### config.mk
export PLATFORM = sky130hd
export DESIGN_NAME = pack_from_spi
export DESIGN_NICKNAME = d
export VERILOG_FILES = /design/src/rtl/pack_from_spi.sv
export SDC_FILE = /design/constraint.sdc
export NUM_CORES = 1
export LEC_CHECK = 0
export BUFFER_PORTS_ARGS = -buffer_cell sky130_fd_sc_hd__buf_2
export CAP_MARGIN = 20
export CORE_AREA = 2 2 137 139
export CTS_CLUSTER_SIZE = 10
export DETAILED_ROUTE_END_ITERATION = 8
export DIE_AREA = 0 0 139 141
export PLACE_DENSITY = 0.82
export SLEW_MARGIN = 20
export SYNTH_ARGS = -nofsm -noshare
export SYNTH_HDL_FRONTEND = slang
export SYNTH_SLANG_ARGS = --single-unit
### constraint.sdc
create_clock -name clk -period 14.4 [get_ports clk]
set_clock_uncertainty 0.1 [all_clocks]
set_input_delay 1.44 -clock clk [delete_from_list [all_inputs] [get_ports clk]]
set_output_delay 1.44 -clock clk [all_outputs]
set_load 0.02 [all_outputs]
### src/rtl/pack_from_spi.sv
// Host-side SPI initiator for the trace frame protocol: sends one command word,
// streams the requested 128-bit frames to a valid/ready sink, then reads a status trailer.
module pack_from_spi #(
  parameter int CSSETUP = 4,
  parameter int CSHIGH  = 8
) (
  input  logic         clk,
  input  logic         rst,
  input  logic         Start,
  input  logic [1:0]   ReqWidth,
  input  logic [15:0]  ReqCount,
  output logic         CSn,
  output logic         XferGo,
  output logic [31:0]  TxWord,
  input  logic         XferDone,
  input  logic [127:0] RxWord,
  output logic [127:0] Frame,
  output logic         FrameValid,
  input  logic         FrameReady,
  output logic [15:0]  FramesAvail,
  output logic         Busy,
  output logic         ProtoErr
);

  typedef enum logic [2:0] {IDLE, CS_SETUP, CMD, FRAMES, TRAILER, CS_HOLD} state_t;

  state_t      state, next_state;
  logic [31:0] cmd_word;
  logic [15:0] timer;
  logic [15:0] remaining;
  logic [15:0] rem_after;
  logic        waiting;

  logic        is_header;
  logic        handshake;
  logic        start_ok;
  logic        timer_last;
  logic        frame_load;
  logic        slot_free;
  logic        frames_go;
  logic        go_d;
  logic [31:0] tx_d;

  assign is_header  = (RxWord[127:120] == 8'hA6) && (RxWord[31:0] == 32'hFFFF_FF7F);
  assign handshake  = FrameValid && FrameReady;
  assign start_ok   = (state == IDLE) && Start;
  assign timer_last = (timer <= 16'd1);
  assign frame_load = (state == FRAMES) && waiting && XferDone;
  assign rem_after  = (frame_load && remaining != 16'd0) ? remaining - 16'd1 : remaining;

  // A new exchange may start only if the output slot is free (or freeing now); when the
  // frame is being loaded this very edge, it also needs the sink to be ready already.
  assign slot_free  = (!FrameValid || handshake) && (!frame_load || FrameReady);
  assign frames_go  = (state == FRAMES) && (frame_load || !waiting) && slot_free;

  always_ff @(posedge clk or posedge rst) begin
    if (rst) state <= IDLE;
    else     state <= next_state;
  end

  always_comb begin
    next_state = state;
    case (state)
      IDLE:     if (Start) next_state = CS_SETUP;
      CS_SETUP: if (timer_last) next_state = CMD;
      CMD: begin
        if (XferDone) begin
          if (!is_header)                  next_state = CS_HOLD;
          else if (cmd_word[15:0] == 16'd0) next_state = TRAILER;
          else                              next_state = FRAMES;
        end
      end
      FRAMES:   if (frames_go && rem_after == 16'd0) next_state = TRAILER;
      TRAILER:  if (XferDone) next_state = CS_HOLD;
      CS_HOLD:  if (timer_last) next_state = IDLE;
      default:  next_state = IDLE;
    endcase
  end

  always_comb begin
    go_d = 1'b0;
    tx_d = 32'h0;
    case (state)
      CS_SETUP: if (timer_last) begin
        go_d = 1'b1;
        tx_d = cmd_word;
      end
      CMD:      if (XferDone && is_header) go_d = 1'b1;
      FRAMES:   if (frames_go) go_d = 1'b1;
      default:  ;
    endcase
  end

  always_ff @(posedge clk or posedge rst) begin
    if (rst) begin
      CSn         <= 1'b1;
      XferGo      <= 1'b0;
      TxWord      <= 32'h0;
      Frame       <= 128'h0;
      FrameValid  <= 1'b0;
      FramesAvail <= 16'h0;
      Busy        <= 1'b0;
      ProtoErr    <= 1'b0;
      cmd_word    <= 32'h0;
      timer       <= 16'h0;
      remaining   <= 16'h0;
      waiting     <= 1'b0;
    end else begin
      XferGo <= go_d;
      if (go_d) TxWord <= tx_d;
      CSn    <= !(next_state inside {CS_SETUP, CMD, FRAMES, TRAILER});
      Busy   <= (next_state != IDLE);

      if (go_d)          waiting <= 1'b1;
      else if (XferDone) waiting <= 1'b0;

      if (start_ok)
        timer <= 16'(CSSETUP);
      else if (next_state == CS_HOLD && state != CS_HOLD)
        timer <= 16'(CSHIGH);
      else if (timer != 16'd0)
        timer <= timer - 16'd1;

      if (start_ok) cmd_word <= {8'h01, 6'h0, ReqWidth, ReqCount};

      if (state == CMD && XferDone && is_header) remaining <= cmd_word[15:0];
      else if (frame_load)                       remaining <= rem_after;

      if (frame_load) Frame <= RxWord;
      if (frame_load)     FrameValid <= 1'b1;
      else if (handshake) FrameValid <= 1'b0;

      if (state == TRAILER && XferDone && is_header) FramesAvail <= RxWord[119:104];

      if (start_ok)
        ProtoErr <= 1'b0;
      else if ((state == CMD || state == TRAILER) && XferDone && !is_header)
        ProtoErr <= 1'b1;
    end
  end

endmodule
==> flow_metrics.tcl <==
set metrics [dict create \
    numPortBuffers 318 \
    dr_total_vias 8200 \
    rows 50 \
    viasPerCell 5.304 \
    grt.overflow.total 0 \
    status "finished, final reports clean" \
    grt_util_met2_pct 42.75 \
    drive_gt1_share_pct 31.12 \
    ys_seq_area_share_pct 58.42 \
    crit_type "in -> reg" \
    cp.arrival_ns 3.99 \
    ant_nets 0 \
    drcViolationCount 0 \
    die_w_um 139 \
    routabilityCongestion 0.9405 \
    top_usage_layer "met2" \
    drt_pass1_iterations 5 \
    synth_seq_cells 223 \
    leakagePower_nw 6.671 \
    hold_end "Frame[2]" \
    clk_latency_ns 0.52 \
    cts_resized 0 \
    grt_pass1_wl_um 41370 \
    finalInstanceArea_um2 12060 \
    cts_post_setup_buffers_inserted 0 \
    crit_fanout 16 \
    wl_per_cell_um 16.75 \
    dieArea_um2 19600 \
    r2r_slack_ns 10.91 \
    reg2regPathDepth 7 \
    syn_area_per_cell_um2 9.651 \
    slew_headroom_pct 36.46 \
    syn_area_um2 9554 \
    antenna_found_initial 5 \
    endpoint_kind "flip-flop" \
    clk_pin_slew_ns 0.06 \
    period_needed_ns 3.704 \
    wirelength_um 25900 \
    synth-main-ff-cell "dfrtp_1" \
    tns_ns 0 \
    r2r_end "state[0]" \
    start_kind "primary input" \
    clock_sinks 223 \
    async_flop_share_pct 100.0 \
    hold_depth 2 \
    fin_nets 1449 \
    die_h_um 141 \
    irDropWorstVdd_v 0.0001370 \
    finalCritPeriodShare_pct 25.72 \
    initial_core_util_pct 52.30 \
    worstMarginPinSlew_ns 0.9531 \
    htreeDepth 1 \
    area_delta_synth_final_pct 26.22 \
    yosys_warnings 0 \
    grt_util_met3_pct 5.673 \
    maxCapViolations 0 \
    rsz0062_at_grt "false" \
    grt_max_degree 156 \
    cts_root_buffer "clkbuf_16" \
    drv_slew 0 \
    ys_types 66 \
    hp-class "reg -> reg" \
    r2r-start "state[1]" \
    max_freq_mhz 270.0 \
    setup-violations-final 0 \
    drtIter0Drc 692 \
    cts_hold_buffers 0 \
    whs_ns 0.3651 \
    grtUsageTotal_pct 25.87 \
    hold_viol_final 0 \
    io_pins 332 \
    use_met1_pct 33.51 \
    synth_edf_count 0 \
    core_um2 18270 \
    dpl_cell_area_um2 11310 \
    cts_tree "built" \
    hold_start "Frame[2]" \
    synthesis.instances 990 \
    cts_max_path_buffers 3 \
    worstPathRequired_ns 14.69 \
    cts_inserted_buffers 26 \
    grt_pass1_vias 8165 \
    p_per_area_nw_per_um2 210.3 \
    dp_hpwl_um 18120 \
]
[critical path, stage by stage]
cell,delay (ns)
buf_2,0.10
nand4bb_1,0.17
or4_1,0.59
or3_1,0.54
a211oi_4,0.34
or2_4,0.20
nor4_4,0.04
buf_4,0.25
mux2_4,0.33
[stage by stage]
step	instances	setup WS, ns	power [mW]	utilization (%)
after global routing	1545	10.59	2.684	66.00
after CTS	1542	10.70	2.550	65.93
after floorplan	1002	6.756	1.610	-
final	1546	10.70	2.536	66.01
after detailed placement	1501	10.16	1.952	61.89
after global placement	1501	10.22	1.919	61.84
[per-layer routing]
layer	wire length [µm]	part of all wire [%]
met1	10550	41
met2	12480	48
met3	1942	7.5
met4	911	3.5
met5	13	0.050
[sequential cells by signal (all words and copies together), names as in the netlist]
name and count:
cmd_word 19, Frame 128, waiting 1, timer 16, FramesAvail 16, ProtoErr 1
FrameValid 1, TxWord 19, Busy 1, state 3, CSn 1, XferGo 1
remaining 16
[power by group]
| group | switching (mW) | internal, mW |
|---|---|---|
| Combinational | 0.578 | 0.331 |
| Clock | 0.239 | 0.346 |
| Sequential | 0.178 | 0.864 |
| Total | 0.995 | 1.54 |
[worst max path at each step]
stage	cells after the start	end	start
6_report	9	FramesAvail[7]	RxWord[123]
3_3_place_gp	9	FramesAvail[5]	RxWord[123]
5_1_grt	9	FramesAvail[2]	RxWord[123]
3_5_place_dp	9	FramesAvail[7]	RxWord[123]
2_1_floorplan	1	Busy	rst
4_1_cts	9	FramesAvail[7]	RxWord[123]
[final cells by class]
type                            count  area, µm²
Timing Repair Buffer              327       1659
Sequential cell                   223       5582
Fill cell                        1472       6208
Inverter                           13      61.31
Clock buffer                       41      738.2
Antenna cell                        4      10.01
Tap cell                          234      292.8
Multi-Input combinational cell    704       3716
[placed cells by master, fill, tap and decap left out, drive strengths merged, types with 4 or more instances in the layout]
| master | instances |
|---|---|
| mux2 | 35 |
| nand3 | 10 |
| a21oi | 9 |
| nor4 | 14 |
| or2 | 5 |
| xnor2 | 12 |
| clkbuf | 41 |
| nor2 | 36 |
| nor3 | 22 |
| a22o | 19 |
| diode | 4 |
| o21ai | 16 |
| a31oi | 6 |
| xor2 | 5 |
| or3 | 5 |
| or4 | 8 |
| conb | 13 |
| nand2 | 412 |
| buf | 327 |
| a221o | 5 |
| nand4 | 11 |
| a211oi | 4 |
| dfrtp | 222 |
| inv | 12 |
[Yosys cell counts, types with 3 or more instances]
cell | n | area [µm²]
nand2_1 | 412 | 1546
dfrtp_1 | 222 | 5555
clkbuf_1 | 37 | 138.9
nor2_1 | 36 | 135.1
mux2_2 | 25 | 281.5
nor3_1 | 22 | 110.1
a22o_1 | 19 | 166.4
o21ai_0 | 14 | 70.07
buf_4 | 13 | 97.59
inv_1 | 13 | 48.80
nor4_1 | 13 | 81.33
xnor2_1 | 12 | 105.1
nand4_1 | 11 | 68.82
mux2_4 | 10 | 150.1
nand3_1 | 10 | 50.05
a21oi_1 | 9 | 45.04
or4_1 | 8 | 60.06
buf_2 | 7 | 35.03
a31oi_1 | 6 | 37.54
a221o_1 | 5 | 50.05
or3_1 | 5 | 31.28
xor2_1 | 5 | 43.79
a211oi_1 | 3 | 22.52
buf_1 | 3 | 11.26
ha_1 | 3 | 37.54
nand2b_1 | 3 | 18.77
nand3b_1 | 3 | 22.52
nor2b_1 | 3 | 18.77
nor3b_1 | 3 | 22.52
o211ai_1 | 3 | 22.52
o31ai_1 | 3 | 22.52
or2_2 | 3 | 18.77
[kinds of logic (layout without fill, tap and decap cells)]
kind of cell | after synthesis | in the layout | synth area share [%]
other cells | 1 | 17 | 0.03925
xor+xnor | 17 | 17 | 1.558
fa+ha+maj | 3 | 3 | 0.3929
flops | 223 | 223 | 58.42
mux | 36 | 36 | 4.623
simple gates | 547 | 547 | 24.31
buf+inv | 75 | 381 | 3.706
compound gates | 88 | 88 | 6.954
Power figures use the tool's default switching activity.
